`config.mk`:
```
export PLATFORM = sky130hd
export DESIGN_NAME = signed_accumulator
export DESIGN_NICKNAME = d
export VERILOG_FILES = /design/src/rtl/signed_accumulator.sv
export SDC_FILE = /design/constraint.sdc
export NUM_CORES = 1
export LEC_CHECK = 0
export ABC_AREA = 1
export BUFFER_PORTS_ARGS = -buffer_cell sky130_fd_sc_hd__buf_2
export CAP_MARGIN = 40
export CORE_ASPECT_RATIO = 1.75
export CORE_MARGIN = 2
export CORE_UTILIZATION = 51
export CTS_CLUSTER_DIAMETER = 40
export DETAILED_ROUTE_END_ITERATION = 7
export PLACE_DENSITY = 0.86
export SKIP_CTS_REPAIR_TIMING = 1
export SLEW_MARGIN = 20
export SYNTH_ARGS = -nofsm -noshare
export SYNTH_HDL_FRONTEND = slang
export SYNTH_SLANG_ARGS = --single-unit
export TNS_END_PERCENT = 10
```
`constraint.sdc`:
```
create_clock -name clk -period 1.7 [get_ports clk]
set_input_delay 0.34 -clock clk [delete_from_list [all_inputs] [get_ports clk]]
set_output_delay 0.34 -clock clk [all_outputs]
set_load 0.02 [all_outputs]
```
`src/rtl/signed_accumulator.sv`:
```
// ============================================================================
// Module   : signed_accumulator
// Purpose  : Sums N_TERMS signed operands, then presents the result until it
//            is taken; ACCUM_SAT_EN selects clamping, otherwise truncation.
// Revision : 1.0
// ============================================================================
`default_nettype none

module signed_accumulator #(
  parameter int IN_W    = 16,
  parameter int ACC_W   = 28,
  parameter int OUT_W   = 16,
  parameter int N_TERMS = 784
) (
  input  logic             clk,
  input  logic             rst,
  input  logic [IN_W-1:0]  in_data,
  input  logic             in_valid,
  output logic             in_ready,
  output logic [OUT_W-1:0] out_data,
  output logic             out_valid,
  input  logic             out_ready,
  output logic             out_ovf
);

  localparam int CNT_W = $clog2(N_TERMS + 1);
  localparam logic [CNT_W-1:0] C_LAST_CNT = CNT_W'(N_TERMS - 1);

  generate
    if (OUT_W > ACC_W) begin : g_chk_out_w
      $error("signed_accumulator: OUT_W must not exceed ACC_W");
    end
    if (IN_W > ACC_W) begin : g_chk_in_w
      $error("signed_accumulator: IN_W must not exceed ACC_W");
    end
  endgenerate

  typedef enum logic [0:0] {
    ST_ACCUM = 1'b0,
    ST_DONE  = 1'b1
  } state_t;

  state_t             state_q, state_d;
  logic [ACC_W-1:0]   acc_q, acc_d;
  logic [CNT_W-1:0]   cnt_q, cnt_d;
  logic [OUT_W-1:0]   res_q, res_d;

  logic signed [ACC_W-1:0] w_in_ext;
  logic [ACC_W-1:0]        w_sum;
  logic [OUT_W-1:0]        w_res;
  logic                    w_ovf;
  logic                    w_final_beat;

  assign w_in_ext     = ACC_W'($signed(in_data));
  assign w_sum        = acc_q + w_in_ext;
  assign w_final_beat = (state_q == ST_ACCUM) && in_valid && (cnt_q == C_LAST_CNT);

`ifdef ACCUM_SAT_EN
  // Result fits iff every bit from the OUT_W sign bit upward agrees.
  logic [ACC_W-OUT_W:0] w_top;
  logic                 ovf_q;

  assign w_top = w_sum[ACC_W-1:OUT_W-1];
  assign w_ovf = !((&w_top) || !(|w_top));
  assign w_res = !w_ovf           ? w_sum[OUT_W-1:0] :
                 w_sum[ACC_W-1]   ? {1'b1, {(OUT_W-1){1'b0}}} :
                                    {1'b0, {(OUT_W-1){1'b1}}};

  always_ff @(posedge clk) begin
    if (rst) begin
      ovf_q <= 1'b0;
    end else if (w_final_beat) begin
      ovf_q <= w_ovf;
    end
  end

  assign out_ovf = ovf_q;
`else
  assign w_ovf   = 1'b0;
  assign w_res   = w_sum[OUT_W-1:0];
  assign out_ovf = w_ovf;
`endif

  always_comb begin
    state_d = state_q;
    acc_d   = acc_q;
    cnt_d   = cnt_q;
    res_d   = res_q;
    case (state_q)
      ST_ACCUM: begin
        if (in_valid) begin
          acc_d = w_sum;
          cnt_d = cnt_q + CNT_W'(1);
          if (w_final_beat) begin
            state_d = ST_DONE;
            res_d   = w_res;
          end
        end
      end
      ST_DONE: begin
        if (out_ready) begin
          state_d = ST_ACCUM;
          acc_d   = '0;
          cnt_d   = '0;
        end
      end
      default: state_d = ST_ACCUM;
    endcase
  end

  always_ff @(posedge clk) begin
    if (rst) begin
      state_q <= ST_ACCUM;
      acc_q   <= '0;
      cnt_q   <= '0;
      res_q   <= '0;
    end else begin
      state_q <= state_d;
      acc_q   <= acc_d;
      cnt_q   <= cnt_d;
      res_q   <= res_d;
    end
  end

  // Handshake outputs are forced low for the whole time rst is held.
  assign in_ready  = (state_q == ST_ACCUM) && !rst;
  assign out_valid = (state_q == ST_DONE) && !rst;
  assign out_data  = res_q;

endmodule

`default_nettype wire

```
; Word-level counts from Yosys, hierarchy flattened
; Cells that the tools add are included.
[classes]
addsub = 2
n_reduce_logical = 7
n_eq_ne = 3
n_mux = 10
bitwise_logic = 1
[ops]
columns = operator, n
row1 = $mux 28, 2
row2 = $pmux 28 s2, 1
row3 = $add 28x28->28, 1
row4 = $mux 10, 2
row5 = $pmux 10 s2, 1
row6 = $add 10x1->10 const B, 1
row7 = $eq 10x10->1 const B, 1
row8 = $logic_and 1x1->1, 4
row9 = $ne 2x2->1 const B, 2
row10 = $mux 1, 3
row11 = $reduce_and 3->1, 1
row12 = $pmux 1 s2, 1
row13 = $reduce_and 2->1, 1
row14 = $logic_not 1->1, 1
row15 = $not 1->1, 1
[totals]
reg_bits = 55
elab_cells = 27
in_bits = 20
out_inout_bits = 19

; Depth between registers and ports, before layout
[logic_depth]
ltp_word = 6
mapped_depth = 13
depth_no_buf = 13

; Worst setup path before layout
; Ideal clock, no wire load.
[synth_timing]
path_kind = input port to flip-flop
startpoint = in in_data[0]
endpoint = reg acc_q[4]
required_ns = 1.630
arrival_time_ns = 1.624
setup_slack_ns = 0.005
stages = 7
setup_ns = 0.070
n_path_buf = 0
cell_sequence = ha_1 -> fa_1 -> nand3_1 -> nand3_1 -> xnor2_1 -> or2_2 -> a21oi_1
[synth_between]
elab_chain_len = 3
[synth_rtl]
columns = item, line
row1 = "start, declared", 17  ; input logic [IN_W-1:0] in_data,
row2 = $add 28x28->28, 55  ; assign w_sum = acc_q + w_in_ext;
row3 = $mux 28, 91  ; if (in_valid) begin
row4 = $pmux 28 s2, 89  ; case (state_q)
row5 = "end signal, assigned", 114  ; acc_q <= '0;
row6 = "end signal, assigned", 119  ; acc_q <= acc_d;
row7 = "end, declared", 44  ; logic [ACC_W-1:0] acc_q, acc_d;
; No other way between the ends. The select of a mux whose other input is x is not followed.
; A chain may end at the register's enable or synchronous reset.

; Final worst setup path
[layout_timing]
startpoint = reg acc_q[0]
endpoint = reg acc_q[12]
[layout_between]
elab_chain_len = 3
[layout_rtl]
columns = item, line
row1 = $add 28x28->28, 55
row2 = $mux 28, 91
row3 = $pmux 28 s2, 89
; No other way between the ends. The select of a mux whose other input is x is not followed.

==> results.toml <==
[drt]
drt_iter0_markers = 63
drc = 0
drt-total-wl_um = 6630
wl_met1_um = 2650
ant_nets = 0
routed.top_layer = "met4"
wire_per_inst_um = 12.9
dr_wl_met3_um = 278
drtPass1Iterations = 4
via_per_inst = 5.11
vias = 2636
dr_wl_met2_um = 3600

[setup_path]
slowest_delay_ns = 0.42
path_max_fanout = 3
worstReg2RegStart = "acc_q[0]$_SDFFE_PP0P_"
cp.required_ns = 1.93
critical_path.startpoint = "acc_q[0]$_SDFFE_PP0P_"
path_common_cell = "nand2_2"
crit_arrival_ns = 2.00
crit_chain = "ha_4 > fa_2 > nand3_2 > nand3_2 > nand2_2 > nand2_2 > nand2_2 > nand2_2 > nand2_2 > nand3_2 > a21oi_2"
cp_slowest_cell = "fa_2"
critPathKind = "reg2reg"
startpoint_type = "flip-flop"
cp-end-kind = "flip-flop"

[yosys]
syn_inst = 406
postSynthAreaPerCell_um2 = 6.41
ys_warn_count = 0
netlist_area_um2 = 2600
synth-seq-cells = 43
synth.net_count = 443
yosysUniqueCellTypes = 37
yosysSeqAreaShare = 0.331

[global_routing]
grt_pass1_wl_um = 10700
grt_pass1_vias = 2494
track_usage = 0.234
overflow = 0
antenna_found_initial = 0
grt_max_degree = 21

[clock_tree]
root_buffer = "clkbuf_8"
clk_latency_ns = 0.30
cts_tree = "done"
clock_path_buffers = 2
cts_made_buffers = 5
clock-sinks = 43
clk_pin_slew_ns = 0.09
cts.htree.levels = 2

[sta]
final-setup-viol-count = 4
hold_viol_final = 0
setup_ws_ns = -0.0693
max_freq_mhz = 565
whs_ns = 0.351
layout_min_cycle_time_ns = 1.77
maxSlewViolCount = 0
finClkSkew_ns = 0.0135
rsz0062_at_grt = "yes"
min_period_over_period = 1.04

[die]
fp.dieArea_um2 = 5710
initial_core_util = 0.527
coreArea_um2 = 4930
io_pins = 39
dieHeight_um = 98.5
die_x_um = 58
num_rows = 34

[place]
dp.final_hpwl_um = 4790
port-buffer-count = 37
gp_congestion = 0.835
preCtsSetupSlack_ns = -0.271

[status]
violations = "setup timing"
status = "finished with violations"

[power]
p_leak_uw = 0.00171
irDropWorstVdd_uv = 637
p_per_area_nw_per_um2 = 797

[min_path]
hold_class = "in2reg"
holdCritStartpoint = "out_ready"

[layout]
diodes = 0
nets = 498
layout_common_cells = "nand2_1, inv_1, nor2_1, dfxtp_1, buf_2"
synthToLayoutAreaGrowth_pct = 24.4
layout_commonest_cell = "nand2_1"
drive_gt1_frac = 0.232

[flow_run]
cap_viol_max_count = 0
[worst paths after layout]
check / to / slack [ns] / cells after the start
min: state_q$_SDFF_PP0_ / 0.35 / 4
min reg2reg: acc_q[13]$_SDFFE_PP0P_ / 0.48 / 2
max: acc_q[12]$_SDFFE_PP0P_ / -0.07 / 11
max reg2reg: acc_q[12]$_SDFFE_PP0P_ / -0.07 / 11
[synth_stat cells]
| master | instances | area (um^2) |
|---|---|---|
| a211oi_1 | 1 | 7.51 |
| a21o_1 | 1 | 7.51 |
| a21oi_1 | 32 | 160 |
| and2_1 | 1 | 6.26 |
| and3_1 | 1 | 6.26 |
| buf_1 | 1 | 3.75 |
| buf_2 | 2 | 10.0 |
| buf_4 | 2 | 15.0 |
| buf_6 | 1 | 11.3 |
| clkbuf_1 | 3 | 11.3 |
| clkinv_1 | 1 | 3.75 |
| conb_1 | 1 | 3.75 |
| dfxtp_1 | 43 | 861 |
| fa_1 | 1 | 20.0 |
| ha_1 | 16 | 200 |
| inv_1 | 55 | 206 |
| inv_2 | 2 | 7.51 |
| inv_4 | 1 | 6.26 |
| nand2_1 | 129 | 484 |
| nand2_2 | 1 | 6.26 |
| nand2_4 | 2 | 22.5 |
| nand3_1 | 20 | 100 |
| nand3_2 | 1 | 10.0 |
| nand3b_1 | 1 | 7.51 |
| nand4_1 | 1 | 6.26 |
| nor2_1 | 54 | 203 |
| nor2_2 | 1 | 6.26 |
| nor3_1 | 3 | 15.0 |
| nor3_2 | 1 | 10.0 |
| nor3_4 | 1 | 16.3 |
| o21ai_0 | 10 | 50.1 |
| o21ai_1 | 5 | 25.0 |
| o21ai_2 | 1 | 8.76 |
| o21bai_1 | 1 | 7.51 |
| or2_2 | 1 | 6.26 |
| xnor2_1 | 3 | 26.3 |
| xor2_1 | 5 | 43.8 |
[layer usage]
| metal | vias up | track usage |
|---|---|---|
| met5 | - | 0 |
| met4 | 0 | 0.102 |
| met3 | 9 | 0.0407 |
| met2 | 60 | 0.423 |
| met1 | 1202 | 0.258 |
| li1 | 1365 | - |
[sequential cells by signal, indices dropped and copies added, names as in the netlist]
| register | count |
|---|---|
| acc_q | 16 |
| out_data | 16 |
| state_q | 1 |
| cnt_q | 10 |
[final cells by class]
cell class                 count  area (um^2)
sequential                    43          865
clock inverter                 2         12.5
timing repair buffer          57          343
multi-input combinational    295         1650
fill                         415         1700
inverter                      59          224
clock buffer                   6         72.6
tap                           54         67.6
[worst max-delay path: cells and delay by family, from the launching register on]
kind | cells | cell delay, ns
adder cells (fa/ha/maj) | 2 | 0.58
AND/OR/NAND/NOR | 8 | 0.62
flip-flops | 1 | 0.34
AO/OA/AOI/OAI | 1 | 0.16
[stage by stage]
stage          setup TNS [ns]  cells   util  power, uW  area, um^2
2_1_floorplan               0    406      -       1580        2600
3_3_place_gp            -1.33    506  0.596       1790        2940
3_5_place_dp            -2.45    506  0.596       1810        2940
4_1_cts                -0.648    514  0.613       2460        3020
5_1_grt                 -1.23    516  0.656       2730        3240
6_report               -0.161    516  0.656       2580        3240
[where the power goes]
part	switching [uW]	internal, uW	leakage (uW)
Combinational	466	355	0.00131
Sequential	43.2	1060	0.000351
Clock	371	288	0.0000412
[logic make-up (layout without fill, tap and decap cells)]
kind of cell / count (synthesis) / in the layout / synth area share
compound gates: 51 / 51 / 0.102
buf+inv: 68 / 124 / 0.106
xor+xnor: 8 / 8 / 0.0269
fa+ha+maj: 17 / 17 / 0.0846
flops: 43 / 43 / 0.331
simple gates: 218 / 218 / 0.348
other cells: 1 / 1 / 0.00144
Power figures use the tool's default switching activity.
